File: src/rtl/note_sequencer.sv
// note_sequencer: steps a DEPTH-entry frequency pattern with a per-step linear envelope.
// Build option SEQ_LOOP_EN: wrap to entry 0 after the last step instead of draining.
module note_sequencer #(
  parameter int          DEPTH      = 16,
  parameter logic [31:0] RESET_FREQ = 32'h1B80_0000,
  localparam int         AW         = $clog2(DEPTH)
) (
  input  logic             clk,
  input  logic             reset_n,
  input  logic             cfg_we,
  input  logic [AW-1:0]    cfg_addr,
  input  logic [31:0]      cfg_data,
  input  logic [DEPTH-1:0] wave_sel,
  input  logic [AW:0]      pattern_len,
  input  logic [23:0]      step_ticks,
  input  logic [23:0]      gate_ticks,
  input  logic [31:0]      attack_inc,
  input  logic [31:0]      release_dec,
  input  logic [31:0]      max_volume,
  input  logic             start,
  input  logic             stop,
  output logic [31:0]      frequency,
  output logic [31:0]      volume_square,
  output logic [31:0]      volume_saw,
  output logic [AW-1:0]    step_index,
  output logic             busy,
  output logic             done,
  output logic [2:0]       state_dbg
);

  typedef enum logic [2:0] {
    IDLE    = 3'd0,
    ATTACK  = 3'd1,
    SUSTAIN = 3'd2,
    RELEASE = 3'd3,
    REST    = 3'd4,
    DRAIN   = 3'd5
  } state_t;

  state_t        state, state_n;
  logic [31:0]   ram [DEPTH];
  logic [31:0]   env, env_n, env_sub, freq_n, entry;
  logic [32:0]   env_sum;
  logic [23:0]   tick, tick_n, step_last;
  logic [AW-1:0] idx_n, latch_idx;
  logic [AW:0]   eff_len, last_full;
  logic          wave_cur, wave_n, latch, last_step, step_end, loop_en, env_on;
  logic          busy_n, done_n;
  logic [31:0]   vsq_n, vsaw_n;

`ifdef SEQ_LOOP_EN
  assign loop_en = 1'b1;
`else
  assign loop_en = 1'b0;
`endif

  assign state_dbg = state;

  always_comb begin
    if (pattern_len == '0)                    eff_len = (AW+1)'(1);
    else if (pattern_len > (AW+1)'(DEPTH))    eff_len = (AW+1)'(DEPTH);
    else                                      eff_len = pattern_len;
  end

  // ">=" keeps a shortened pattern_len from letting the index run past the end.
  assign last_full = eff_len - (AW+1)'(1);
  assign last_step = {1'b0, step_index} >= last_full;
  assign step_last = (step_ticks == '0) ? '0 : step_ticks - 24'd1;
  assign step_end  = (tick == step_last);
  assign env_sub   = (env > release_dec) ? env - release_dec : '0;
  assign env_sum   = {1'b0, env} + {1'b0, attack_inc};

  // Priority inside active states: stop, then step end, then release point, then envelope.
  always_comb begin
    state_n   = state;
    env_n     = env;
    tick_n    = tick;
    idx_n     = step_index;
    freq_n    = frequency;
    wave_n    = wave_cur;
    latch     = 1'b0;
    latch_idx = '0;
    entry     = '0;
    case (state)
      IDLE: begin
        if (start) begin
          tick_n = '0;
          idx_n  = '0;
          if (stop) begin
            state_n = DRAIN;
            env_n   = env_sub;
          end else begin
            latch = 1'b1;
          end
        end
      end
      DRAIN: begin
        env_n = env_sub;
        if (env_sub == '0) state_n = IDLE;
      end
      default: begin
        if (stop) begin
          state_n = DRAIN;
          env_n   = env_sub;
        end else if (step_end) begin
          tick_n = '0;
          if (last_step && !loop_en) begin
            state_n = DRAIN;
            env_n   = env_sub;
          end else begin
            latch     = 1'b1;
            latch_idx = last_step ? '0 : step_index + AW'(1);
          end
        end else begin
          tick_n = tick + 24'd1;
          if ((state == ATTACK || state == SUSTAIN) && tick == gate_ticks) begin
            state_n = RELEASE;
            env_n   = env_sub;
          end else if (state == ATTACK) begin
            if (env_sum >= {1'b0, max_volume}) begin
              env_n   = max_volume;
              state_n = SUSTAIN;
            end else begin
              env_n = env_sum[31:0];
            end
          end else if (state == RELEASE) begin
            env_n = env_sub;
          end else if (state == REST) begin
            env_n = '0;
          end
        end
      end
    endcase

    // Entry latch at step start; env carries over into ATTACK (legato), rests zero it.
    if (latch) begin
      idx_n  = latch_idx;
      entry  = ram[latch_idx];
      wave_n = wave_sel[latch_idx];
      if (entry != '0) begin
        freq_n  = entry;
        state_n = ATTACK;
      end else begin
        state_n = REST;
        env_n   = '0;
      end
    end
  end

  always_comb begin
    env_on = state_n inside {ATTACK, SUSTAIN, RELEASE, DRAIN};
    vsq_n  = (env_on &&  wave_n) ? env_n : '0;
    vsaw_n = (env_on && !wave_n) ? env_n : '0;
    busy_n = (state_n != IDLE);
    done_n = (state == DRAIN) && (state_n == IDLE);
  end

  always_ff @(posedge clk or negedge reset_n) begin
    if (!reset_n) begin
      state         <= IDLE;
      env           <= '0;
      tick          <= '0;
      step_index    <= '0;
      frequency     <= RESET_FREQ;
      wave_cur      <= 1'b0;
      volume_square <= '0;
      volume_saw    <= '0;
      busy          <= 1'b0;
      done          <= 1'b0;
    end else begin
      state         <= state_n;
      env           <= env_n;
      tick          <= tick_n;
      step_index    <= idx_n;
      frequency     <= freq_n;
      wave_cur      <= wave_n;
      volume_square <= vsq_n;
      volume_saw    <= vsaw_n;
      busy          <= busy_n;
      done          <= done_n;
    end
  end

  always_ff @(posedge clk or negedge reset_n) begin
    if (!reset_n) begin
      for (int i = 0; i < DEPTH; i++) ram[i] <= '0;
    end else if (cfg_we) begin
      ram[cfg_addr] <= cfg_data;
    end
  end

endmodule
File: config.mk
export PLATFORM = sky130hd
export DESIGN_NAME = note_sequencer
export DESIGN_NICKNAME = d
export VERILOG_FILES = /design/src/rtl/note_sequencer.sv
export SDC_FILE = /design/constraint.sdc
export NUM_CORES = 2
export LEC_CHECK = 0
export BUFFER_PORTS_ARGS = -buffer_cell sky130_fd_sc_hd__buf_2
export CORE_ASPECT_RATIO = 0.8
export CORE_MARGIN = 4
export CORE_UTILIZATION = 50
export DETAILED_ROUTE_END_ITERATION = 12
export PLACE_DENSITY = 0.68
export SETUP_SLACK_MARGIN = 0.15
export SYNTH_ARGS = -nofsm -noshare
export SYNTH_HDL_FRONTEND = slang
export SYNTH_SLANG_ARGS = --single-unit
File: constraint.sdc
create_clock -name clk -period 15.5 [get_ports clk]
set_clock_uncertainty 0.1 [all_clocks]
set_input_delay 1.55 -clock clk [delete_from_list [all_inputs] [get_ports clk]]
set_output_delay 1.55 -clock clk [all_outputs]
set_load 0.01 [all_outputs]
[Word level (Yosys, flattened, before mapping)]
Cells that the tools add are included.
Word-level totals
  logic and storage cells: 134
  input port bits: 206
  output and inout port bits: 105
  register bits: 674
Cells by class
  reduce and logical (&&, ||, !) cells: 21
  bitwise gates (word level): 3
  add/subtract/negate cells: 6
  magnitude comparators: 8
  multiplexer cells: 57
  equal/unequal tests: 13
Operators with widths (count)
  $mux 32: 18
  $bwmux 512: 1
  $bmux 32 s4: 1
  $demux 32 s4: 1
  $mux 24: 4
  $pmux 32 s2: 1
  $eq 24x24->1: 2
  $pmux 24 s2: 1
  $add 32x32->33: 1
  $ge 33x32->1: 1
  $mux 3: 11
  $gt 32x32->1: 1
  $logic_not 32->1: 1
  $reduce_bool 32->1: 1
  $sub 32x32->32: 1
  $mux 4: 7
  $add 24x1->24 const B: 1
  $logic_not 24->1: 1
  $sub 24x1->24 const B: 1
  $eq 3x2->1 const B: 4
  $ge 5x5->1 const B: 2
  $mux 5: 2
  $not 4->5: 2
  $eq 3x3->1 const B: 3
  other kinds (25): 39

[Depth between registers and ports, before layout]
  depth in word-level cells: 20
  mapped depth: 29
  depth with buffers taken out: 26

[Worst setup path after synthesis]
No wires, ideal clock.
  path type: input-to-reg
  start point: in attack_inc[1]
  end point: reg volume_saw[29]
  slack: 8.025 ns
  stages on the path: 27
  setup time: 0.135 ns
  data arrival time: 7.239 ns
  required time: 15.265 ns
  path buffers: 3
  path through: ha_1 > a21o_1 > a21o_1 > a2111oi_0 > or4_1 > a21oi_1 > o21ai_0 > a311oi_1 > a21oi_1 > a21oi_1 > a211oi_1 > nor2_1 > nor2_1 > xnor2_1 > ha_1 > o21a_1 > a2111oi_0 > o21ai_0 > a41oi_1 > clkbuf_1 > clkbuf_1 > clkbuf_1 > nand2_1 > a21oi_1 > o21ai_0 > a211oi_1 > nor3_1
Between the ends
  longest elaborated chain between the ends: 13
  elaborated cells between the ends (all ways): 24
  classes of those cells: add/sub: 1; order compare: 1; eq/ne: 4; mux: 16; reduce/logical: 2
RTL lines
  start: declaration: RTL line 17  | input logic [31:0] attack_inc,
  $add 32x32->33 (*): RTL line 71  | assign env_sum = {1'b0, env} + {1'b0, attack_inc};
  $ge 33x32->1: RTL line 120  | if (env_sum >= {1'b0, max_volume}) begin
  $mux 3: RTL line 120
  $mux 3: RTL line 119  | end else if (state == ATTACK) begin
  $mux 3: RTL line 116  | if ((state == ATTACK || state == SUSTAIN) && tick == gate_ticks) begin
  $mux 3: RTL line 105  | end else if (step_end) begin
  $mux 3: RTL line 102  | if (stop) begin
  $pmux 3 s2: RTL line 84  | case (state)
  $mux 3: RTL line 136  | if (latch) begin
  $eq 3x1->1 (tied with other cells): RTL line 151  | env_on = state_n inside {ATTACK, SUSTAIN, RELEASE, DRAIN};
  $reduce_bool 4->1: RTL line 151
  $logic_and 1x1->1: RTL line 153  | vsaw_n = (env_on && !wave_n) ? env_n : '0;
  $mux 32 (*): RTL line 153
  net vsaw_n[29]: RTL line 49  | logic [31:0] vsq_n, vsaw_n;
  end signal: assignment: RTL line 178  | volume_saw <= vsaw_n;
  end: declaration: RTL line 24  | output logic [31:0] volume_saw,
Mark *: on every way through the listed nets, which the timed path passes. The rest lies on a longest branch.
A chain may end at the register's enable or synchronous reset.

[Final worst setup path]
  start point: in attack_inc[1]
  end point: reg volume_square[19]
Between the ends
  longest elaborated chain between the ends: 13
  elaborated cells between the ends (all ways): 24
  classes of those cells: add/sub: 1; order compare: 1; eq/ne: 4; mux: 16; reduce/logical: 2
RTL lines
  $add 32x32->33 (*): RTL line 71
  $ge 33x32->1: RTL line 120
  $mux 3: RTL line 120
  $mux 3: RTL line 119
  $mux 3: RTL line 116
  $mux 3: RTL line 105
  $mux 3: RTL line 102
  $pmux 3 s2: RTL line 84
  $mux 3: RTL line 136
  $eq 3x1->1 (tied with other cells): RTL line 151
  $reduce_bool 4->1: RTL line 151
  $logic_and 1x1->1: RTL line 152  | vsq_n = (env_on && wave_n) ? env_n : '0;
  $mux 32 (*): RTL line 152
  net vsq_n[19]: RTL line 49
  end signal: assignment: RTL line 177  | volume_square <= vsq_n;
  end: declaration: RTL line 23  | output logic [31:0] volume_square,
Marks and branches as above.

==> metrics.yaml <==
outcome:
  outcome: "finished with violations"
  violations: "max-capacitance violations, max-slew violations"
synthesis:
  yosys_warnings: 0
  synthDistinctLibCells: 94
  ys.flop_type: "dfrtp_1"
  postSynthCellCount: 3620
  ys_ff_latch: 674
  synth_top_area_share_pct: 43.19
  yosysSeqAreaShare_pct: 43.53
  netlist.top_cell.by_area: "dfrtp_1"
  avgSynthCellArea_um2: 10.71
  syn_nets: 3932
  synth-edff-count: 0
  async_reset_ff_share_pct: 100.0
  netlist_top_cells_area: "dfrtp_1 43%, mux2_2 16%, mux4_2 3.8%, ha_1 3.4%, o21ai_0 2.7%"
  netlist_area_um2: 38760
floorplan:
  die_h_um: 257.0
  rows: 91
  ioPinCount: 311
  fp.dieArea_um2: 82080
  core_um2: 76970
  start_util_pct: 50.36
  die_width_um: 319.3
clock_network:
  cts.reportedPaths.clkPinSlew_ps: 60
  cts_tree: "built"
  holdBufCountCts: 0
  clock_latency_ps: 650
  cts_num_sinks: 674
  cts_resized: 0
  cts-buffers-inserted: 73
  cts_setup_buffers: 0
  cts-root-buf: "clkbuf_16"
  cts.path.max_buffers: 3
  cts_max_level: 3
critical_path:
  crit_cells: 26
  cp_max_fo: 17
  crit_required_ps: 15910
  arrival_ps: 8620
  critPathLaunchType: "input pin"
  reg2reg_from: "env[1]"
  worstSetupPathType: "input pin to flip-flop"
  critical_path.endpoint: "volume_square[19]"
  endpoint_kind: "flip-flop"
  critPathLaunch: "attack_inc[1]"
  worstReg2RegEnd: "volume_square[19]"
  reg2reg_depth: 25
  rrSetupSlack_ps: 7780
  crit_family: "compound AO/OA/AOI/OAI gates"
  max_stage_delay_ps: 720
  path_buf_inv: 2
  path_common_cell: "a21oi_1"
  slowest_stage: "a311oi_1"
finish:
  fin_nets: 4122
  layout_common_cells: "668 x dfrtp_1, 543 x mux2_2, 309 x buf_2"
  layout_commonest_cell: "dfrtp_1"
  drive_above_1_share_pct: 31.17
  final_area_um2: 43880
  n_fill_cell: 6572
  area_delta_synth_final_pct: 13.18
power:
  p_leak_nw: 19.28
  vdd_ir_drop_max_mv: 0.09253
  total_power_mw: 6.898
  power_density_nw_per_um2: 157.2
grt:
  grt_pass1_vias: 30450
  grt_first_pass_wirelength_mm: 195.8
  grt_util_all_layers_pct: 30.79
  grt-ovfl-total: 0
  antenna_found_initial: 7
  grt_max_degree: 107
detailed_routing:
  finalWirelength_mm: 128.9
  top_layer: "met5"
  initialDrtViolationCount: 3692
  ant_nets: 0
  routed-wl-met2_mm: 56.18
  wl_met3_mm: 11.93
  drc_errors: 0
  vias: 31600
  dr.pass1.iters: 6
  wl_met1_mm: 56.87
  viasPerCell: 6.455
  wire_per_inst_um: 26.32
placed_design:
  port_buffers: 310
  globalplace.congestion: 0.9891
  hpwlAfterDp_mm: 84.96
  placed_area_um2: 41300
timing:
  fmax_mhz: 121.8
  setup_viol: 0
  drv_slew: 13
  fin_crit_ps: 8209
  tns_ps: 0
  slew_headroom_pct: -3.744
  tightest_slew_ps: 1550
  grt_setup_unrepaired: "no"
  finalCritPeriodShare_pct: 52.96
  hold_viol: 0
job:
  cap_violations: 1
worst_hold_path:
  hold_path.class: "flip-flop to flip-flop"
==> tightest hold or removal path, cell delays in order (launching register included) <==
cell	delay, ps
dfstp_2	360
inv_1	40
mux2i_1	60
==> worst min-delay path by stage <==
| stage | from | endpoint | slack (ps) | depth (start not counted) |
|---|---|---|---|---|
| after detailed placement | frequency[24] | frequency[24] | 350 | 2 |
| after global placement | frequency[24] | frequency[24] | 360 | 2 |
| after global routing | frequency[24] | frequency[24] | 400 | 2 |
| after floorplan | frequency[24] | frequency[24] | 370 | 2 |
| final | frequency[24] | frequency[24] | 370 | 2 |
| after CTS | frequency[24] | frequency[24] | 370 | 2 |
==> metrics by stage <==
step / worst slack (ps) / util [%] / hold WS, ps / cells
finish: 7291 / 57.00 / 368.0 / 4895
global route: 6787 / 57.00 / 396.5 / 4893
CTS: 7439 / 56.99 / 367.8 / 4889
detailed placement: 6834 / 53.65 / 354.8 / 4758
global placement: 6941 / 53.65 / 358.7 / 4758
floorplan: 8025 / - / 370.1 / 3620
==> state kept, by name, summed over array words and instances, names as in the netlist <==
signal         cells
busy               1
done               1
env               32
frequency         32
ram              512
state_dbg          3
step_index         4
tick              24
volume_saw        32
volume_square     32
wave_cur           1
==> cells by family after synthesis <==
family	synth area share [%]
buffers and inverters	3.844
and+or+nand+nor	10.58
DFF	43.53
xor gates and xnor gates	2.321
adders and majority gates	3.460
muxes	22.77
AOI/OAI and AO/OA	13.50
==> Yosys cell counts, types with 13 or more instances <==
cell       instances
dfrtp_1          669
mux2_2           543
nor2_1           228
o21ai_0          209
clkbuf_1         201
nand2_1          199
a21oi_1          172
nor3_1           128
inv_1            112
ha_1             104
mux2i_1           95
xnor2_1           66
mux4_2            65
a21o_1            64
nand3_1           56
a221oi_1          45
o211ai_1          37
buf_1             36
a31oi_1           35
nand4_1           34
xor2_1            34
o22ai_1           32
a211oi_1          30
nor4_1            26
or3_1             26
and3_1            24
nand2b_1          21
mux2_4            19
o31ai_1           19
and2_1            17
nor2b_1           17
buf_2             14
o21a_1            14
or2_2             14
o2111ai_1         13
==> routing by layer <==
metal / up-vias / track usage [%]
li1: 13770 / -
met1: 16010 / 45.69
met2: 1552 / 45.51
met3: 260 / 6.715
met4: 2 / 8.904
met5: - / 0
==> where the power goes <==
| group | total (mW) | switching, mW | internal [mW] |
|---|---|---|---|
| Sequential | 2.50 | 0.307 | 2.20 |
| Combinational | 2.54 | 1.47 | 1.07 |
| Clock | 1.86 | 0.786 | 1.07 |
==> final cells by class <==
type                            count  area, µm²  area share [%]
Sequential cell                   674      16880           38.46
Timing Repair Buffer              379       2117           4.825
Clock inverter                     33      503.0           1.146
Antenna cell                        6      15.01         0.03422
Multi-Input combinational cell   2570      20600           46.96
Inverter                          112      420.4          0.9582
Clock buffer                       98       2061           4.697
Tap cell                         1023       1280           2.917
(Power assumes the default switching activity.)
